<file path="config.mk">
export PLATFORM = sky130hd
export DESIGN_NAME = pu_accum_queue
export DESIGN_NICKNAME = d
export VERILOG_FILES = /design/src/rtl/pu_accum_queue.sv
export SDC_FILE = /design/constraint.sdc
export NUM_CORES = 1
export LEC_CHECK = 0
export BUFFER_PORTS_ARGS = -buffer_cell sky130_fd_sc_hd__buf_4
export CAP_MARGIN = 10
export CORE_ASPECT_RATIO = 1.4
export CORE_MARGIN = 1
export CORE_UTILIZATION = 63
export CTS_CLUSTER_SIZE = 30
export DETAILED_ROUTE_END_ITERATION = 7
export GPL_ROUTABILITY_DRIVEN = 0
export GPL_TIMING_DRIVEN = 0
export PLACE_DENSITY = 0.84
export SLEW_MARGIN = 10
export SYNTH_ARGS = -nofsm -noshare
export SYNTH_HDL_FRONTEND = slang
export SYNTH_SLANG_ARGS = --single-unit
</file>
<file path="constraint.sdc">
create_clock -name clk -period 3.13 [get_ports clk]
set_input_delay 0.313 -clock clk [delete_from_list [all_inputs] [get_ports clk]]
set_output_delay 0.313 -clock clk [all_outputs]
set_load 0.005 [all_outputs]
</file>
<file path="src/rtl/pu_accum_queue.sv">
// Signed accumulator that closes sums into a small FIFO of {sum, overflow} results.
// Popped entries appear on registered outputs one cycle after signal_oe.
module pu_accum_queue #(
    parameter int DATA_WIDTH = 8,
    parameter int ATTR_WIDTH = 4,
    parameter int SIGN       = 0,
    parameter int OVERFLOW   = 1,
    parameter int DEPTH      = 4,
    parameter int SATURATE   = 0
) (
    input  logic                  clk,
    input  logic                  rst,
    input  logic                  signal_load,
    input  logic                  signal_init,
    input  logic                  signal_neg,
    input  logic                  signal_commit,
    input  logic [DATA_WIDTH-1:0] data_in,
    input  logic [ATTR_WIDTH-1:0] attr_in,
    input  logic                  signal_oe,
    output logic [DATA_WIDTH-1:0] data_out,
    output logic [ATTR_WIDTH-1:0] attr_out,
    output logic                  buf_full,
    output logic                  buf_empty,
    output logic                  lost
);
    localparam int AW  = $clog2(DEPTH);
    localparam int MSB = DATA_WIDTH - 1;
    localparam logic [DATA_WIDTH-1:0] MAX_VAL  = {1'b0, {(DATA_WIDTH-1){1'b1}}};
    localparam logic [DATA_WIDTH-1:0] MIN_VAL  = {1'b1, {(DATA_WIDTH-1){1'b0}}};
    localparam logic [AW:0]           FULL_CNT = (AW+1)'(DEPTH);

    logic [DATA_WIDTH-1:0] acc, acc_nxt, op, sum;
    logic                  ovf, ovf_nxt, neg_ovf, add_ovf;
    logic [DATA_WIDTH-1:0] mem_data [DEPTH];
    logic                  mem_ovf  [DEPTH];
    logic [AW-1:0]         wr_ptr, rd_ptr;
    logic [AW:0]           count;
    logic                  push, pop;
    logic [ATTR_WIDTH-1:0] attr_pop;
    logic                  unused_attr;

    assign unused_attr = ^attr_in;

    always_comb begin
        neg_ovf = signal_neg && (data_in == MIN_VAL);
        op      = signal_neg ? -data_in : data_in;
        if (neg_ovf && SATURATE != 0)
            op = MAX_VAL;
        sum     = signal_init ? op : acc + op;
        // overflow only when like-signed operands produce an opposite-signed result
        add_ovf = !signal_init && (acc[MSB] == op[MSB]) && (sum[MSB] != acc[MSB]);
        if (add_ovf && SATURATE != 0)
            sum = acc[MSB] ? MIN_VAL : MAX_VAL;
        acc_nxt = acc;
        ovf_nxt = ovf;
        if (signal_load) begin
            acc_nxt = sum;
            ovf_nxt = (signal_init ? 1'b0 : ovf) | attr_in[OVERFLOW] | neg_ovf | add_ovf;
        end
    end

    // a pop frees a slot in the same cycle, so a full buffer still accepts commit+pop
    assign pop       = signal_oe && (count != '0);
    assign push      = signal_commit && ((count != FULL_CNT) || pop);
    assign buf_full  = (count == FULL_CNT);
    assign buf_empty = (count == '0);

    always_comb begin
        attr_pop           = '0;
        attr_pop[SIGN]     = mem_data[rd_ptr][MSB];
        attr_pop[OVERFLOW] = mem_ovf[rd_ptr];
    end

    always_ff @(posedge clk or posedge rst) begin
        if (rst) begin
            acc      <= '0;
            ovf      <= 1'b0;
            wr_ptr   <= '0;
            rd_ptr   <= '0;
            count    <= '0;
            lost     <= 1'b0;
            data_out <= '0;
            attr_out <= '0;
        end else begin
            acc      <= signal_commit ? '0 : acc_nxt;
            ovf      <= signal_commit ? 1'b0 : ovf_nxt;
            if (push) wr_ptr <= wr_ptr + 1'b1;
            if (pop)  rd_ptr <= rd_ptr + 1'b1;
            case ({push, pop})
                2'b10:   count <= count + 1'b1;
                2'b01:   count <= count - 1'b1;
                default: count <= count;
            endcase
            if (signal_commit && !push)
                lost <= 1'b1;
            data_out <= pop ? mem_data[rd_ptr] : '0;
            attr_out <= pop ? attr_pop : '0;
        end
    end

    always_ff @(posedge clk) begin
        if (push) begin
            mem_data[wr_ptr] <= acc_nxt;
            mem_ovf[wr_ptr]  <= ovf_nxt;
        end
    end
endmodule

</file>
==> results by group <==
Layout
  • Share of layout cells above drive strength 1: 23.1%
  • Area of the multi-input gates: 0.00127 mm²
  • Commonest non-fill, non-tap cell in the layout: edfxtp_1
  • Cell area after layout: 0.00358 mm²
  • Filler cells: 343
  • Area growth syn-to-layout: 14.5%
  • Commonest cells after routing, fill and taps aside: edfxtp_1 (36), buf_4 (31), dfrtp_1 (26), inv_1 (17), a21oi_1 (16)
  • Count of non-filler cells in the finished layout: 350
  • N_diodes: 0
  • Final Net Count: 314
  • Register Area: 0.00173 mm²

Clock tree
  • Worst skew pair latency: 0.33 ns
  • Inserted Clock Buffers: 9
  • # Post-CTS Setup Buffers: 0
  • CTS Root Cell: clkbuf_8
  • Clock transition at path regs: 0.06 ns
  • Hold buffer count at cts: 0
  • Post-CTS sizing: 0
  • H-tree level count: 3
  • Clock Sinks: 62
  • Worst-case clock buffer depth: 2
  • CTS tree: built

Synth
  • Fraction of registers with async set/reset: 41.9%
  • Number of flops mapped to enable cells by yosys: 36
  • Cell variety after synth: 54
  • #FFs+latches synth: 62
  • Top_reg_cell synth: edfxtp_1
  • Largest family of logic cells by synthesized area: simple AND/OR/NAND/NOR gates
  • Compound-Gate Fraction of Synth Area: 11.5%
  • Synthesized instance count: 242
  • Mapped cell area: 0.00312 mm²
  • Post-synthesis mux area share: 8.45%
  • Adder-Cell Fraction of Synth Area: 6.09%
  • Post-synthesis sequential area ratio: 55.4%
  • Yosys Warn Count: 0
  • Xor/xnor share of the synthesized area: 2.52%
  • Syn_area_per_cell: 12.9 µm²
  • Simple-gate area share of the yosys netlist: 11.9%

Worst setup path
  • Worst Path Buf+Inv: 2
  • CP required: 3.18 ns
  • Crit Path Category: in -> reg
  • Crit path max fanout: 5
  • Critical Path Sink Type: flip-flop
  • Critical path, cell by cell: buf_4, inv_1, ha_1, or3b_4, o31ai_4, xnor2_1, ha_1, nand2_1, a211o_1, a21o_1, a221oi_1, nor2_1
  • Crit path top cell by count: ha_1
  • Crit-path max cell delay: 0.42 ns
  • Critical Path AT: 2.91 ns
  • CP startpoint kind: primary input
  • CP delay by family, top: compound AO/OA/AOI/OAI gates
  • CP max-delay cell: or3b_4

Die
  • Full die area: 0.00525 mm²
  • Die Height: 85.3 µm
  • # rows: 30
  • Core area: 0.00480 mm²
  • Die W: 61.5 µm
  • Initial core utilization: 65.0%
  • Io pins: 34

Global routing
  • Total gr overflow: 0
  • Largest net degree at the start of global routing: 27
  • Tot GR Track Use: 24.5%
  • Initial antenna violation count: 0
  • Vias in the first global route: 2067
  • First-pass GRT wire length: 9140 µm

Placement
  • Dpl cell area: 0.00341 mm²
  • Dpl cells: 334
  • Place WS: -0.0719 ns
  • Port bufs: 27
  • Dpl hpwl: 4320 µm

Route
  • Residual DRC: 0
  • Via/cell ratio: 5.71
  • First-pass DRT Iterations: 4
  • DRT iter0 DRCs: 50
  • Vias: 2000
  • Detailed Route WL: 5580 µm
  • WL/cell: 15.9 µm
  • Post-route ant nets: 0

Job
  • Max Cap Violations: 0

STA
  • Clk_skew: 0.00771 ns
  • Final setup violating endpoints: 0
  • Tmin final: 2.86 ns
  • Worst relative slew slack: 35.1%
  • Fin. max-slew vios: 0
  • Post-route setup slack: 0.269 ns
  • Setup TNS: 0 ns
  • Worst-Margin Slew: 0.973 ns
  • FMAX: 350 MHz
  • RSZ-0062 raised after global routing: false
  • Count of final hold-check violations: 0
  • Final period util: 91.4%

Power and ir drop
  • Cell area power density: 720 mW/mm²
  • Total power: 2580 µW
  • Leak Pwr: 0.00147 µW
  • VDD IR-drop max: 0.284 mV

Outcome
  • Status: finished, final reports clean

Min path
  • Worst hold path class: in -> async
[per-layer routing]
| layer | vias to the layer above | wire length (µm) | global-route usage, % |
|---|---|---|---|
| met3 | 6 | 185 | 6.40 |
| met1 | 974 | 2050 | 25.3 |
| met2 | 56 | 3300 | 44.5 |
| li1 | 964 | - | - |
| met5 | - | 0 | 0 |
| met4 | 0 | 52 | 10.1 |
[per-stage QoR]
stage	hold WS (ns)	utilization, %
2_1_floorplan	0.353	-
3_3_place_gp	0.440	71.0
3_5_place_dp	0.471	71.0
4_1_cts	0.242	74.4
5_1_grt	0.284	74.4
6_report	0.213	74.4
[layout make-up]
class | instances | share of cell area, %
sequential | 62 | 48.4
multi-input combinational | 152 | 35.5
timing repair buffer | 27 | 5.67
clock buffer | 9 | 3.46
tap | 64 | 2.24
inverter | 17 | 1.78
buffer | 12 | 1.71
clock inverter | 7 | 1.15
[kinds of logic after synthesis]
family,count (synthesis)
xor+xnor,9
other cells,1
buf+inv,29
flops,62
fa+ha+maj,14
mux,15
simple gates,63
compound gates,49
[sequential cells by signal, indices dropped and copies added, names as in the netlist]
name,flops
wr_ptr,2
rd_ptr,2
data_out,7
mem_data,32
ovf,1
acc,8
mem_ovf,4
lost,1
count,3
attr_out,2
[synth_stat cells, drive strengths merged (2+ instances only)]
master	number	area share [%]
nand3	3	0.64
nor4b	2	0.56
a21o	3	0.72
nand2	8	0.96
and2	4	0.80
dfrtp	26	21
nor3	6	1.1
mux2i	5	1.6
clkbuf	7	0.84
fa	2	1.3
o21a	2	0.48
mux4	9	6.5
a211oi	2	0.48
xnor2	7	2.0
inv	17	2.0
a311oi	3	0.84
a211o	3	0.84
a31oi	5	1.0
nor2b	15	3.0
a21oi	17	2.8
o31ai	2	0.92
ha	12	4.8
nor2	11	1.3
xor2	2	0.56
edfxtp	36	35
or3	2	0.40
o21ai	4	0.64
nand2b	3	0.60
buf	5	1.1
[worst reg2reg max path: stages, from the launching register on]
cell	delay, ns
dfrtp_1	0.40
ha_1	0.36
nand3_2	0.13
a211o_1	0.35
a21o_1	0.19
a221oi_1	0.36
nor2_1	0.16
[final timing paths]
check / startpoint / endpoint / slack, ns / depth (start not counted)
hold reg to reg: lost$_DFFE_PP0P_ / lost$_DFFE_PP0P_ / 0.48 / 1
setup / recovery: data_in[0] / mem_data[0][7]$_DFFE_PP_ / 0.27 / 12
max in group asynchronous: rst / acc[4]$_DFF_PP0_ / 2.32 / 2
min in group clk: signal_oe / lost$_DFFE_PP0P_ / 0.33 / 3
hold / removal: rst / data_out[4]$_DFF_PP0_ / 0.21 / 2
setup reg to reg: acc[2]$_DFF_PP0_ / mem_data[0][7]$_DFFE_PP_ / 0.91 / 6
[power by group]
group | switching, µW | internal, µW
Sequential | 82.3 | 1100
Combinational | 405 | 417
Clock | 294 | 279
Total | 781 | 1800
No activity file was read; power rests on OpenSTA's default activity.
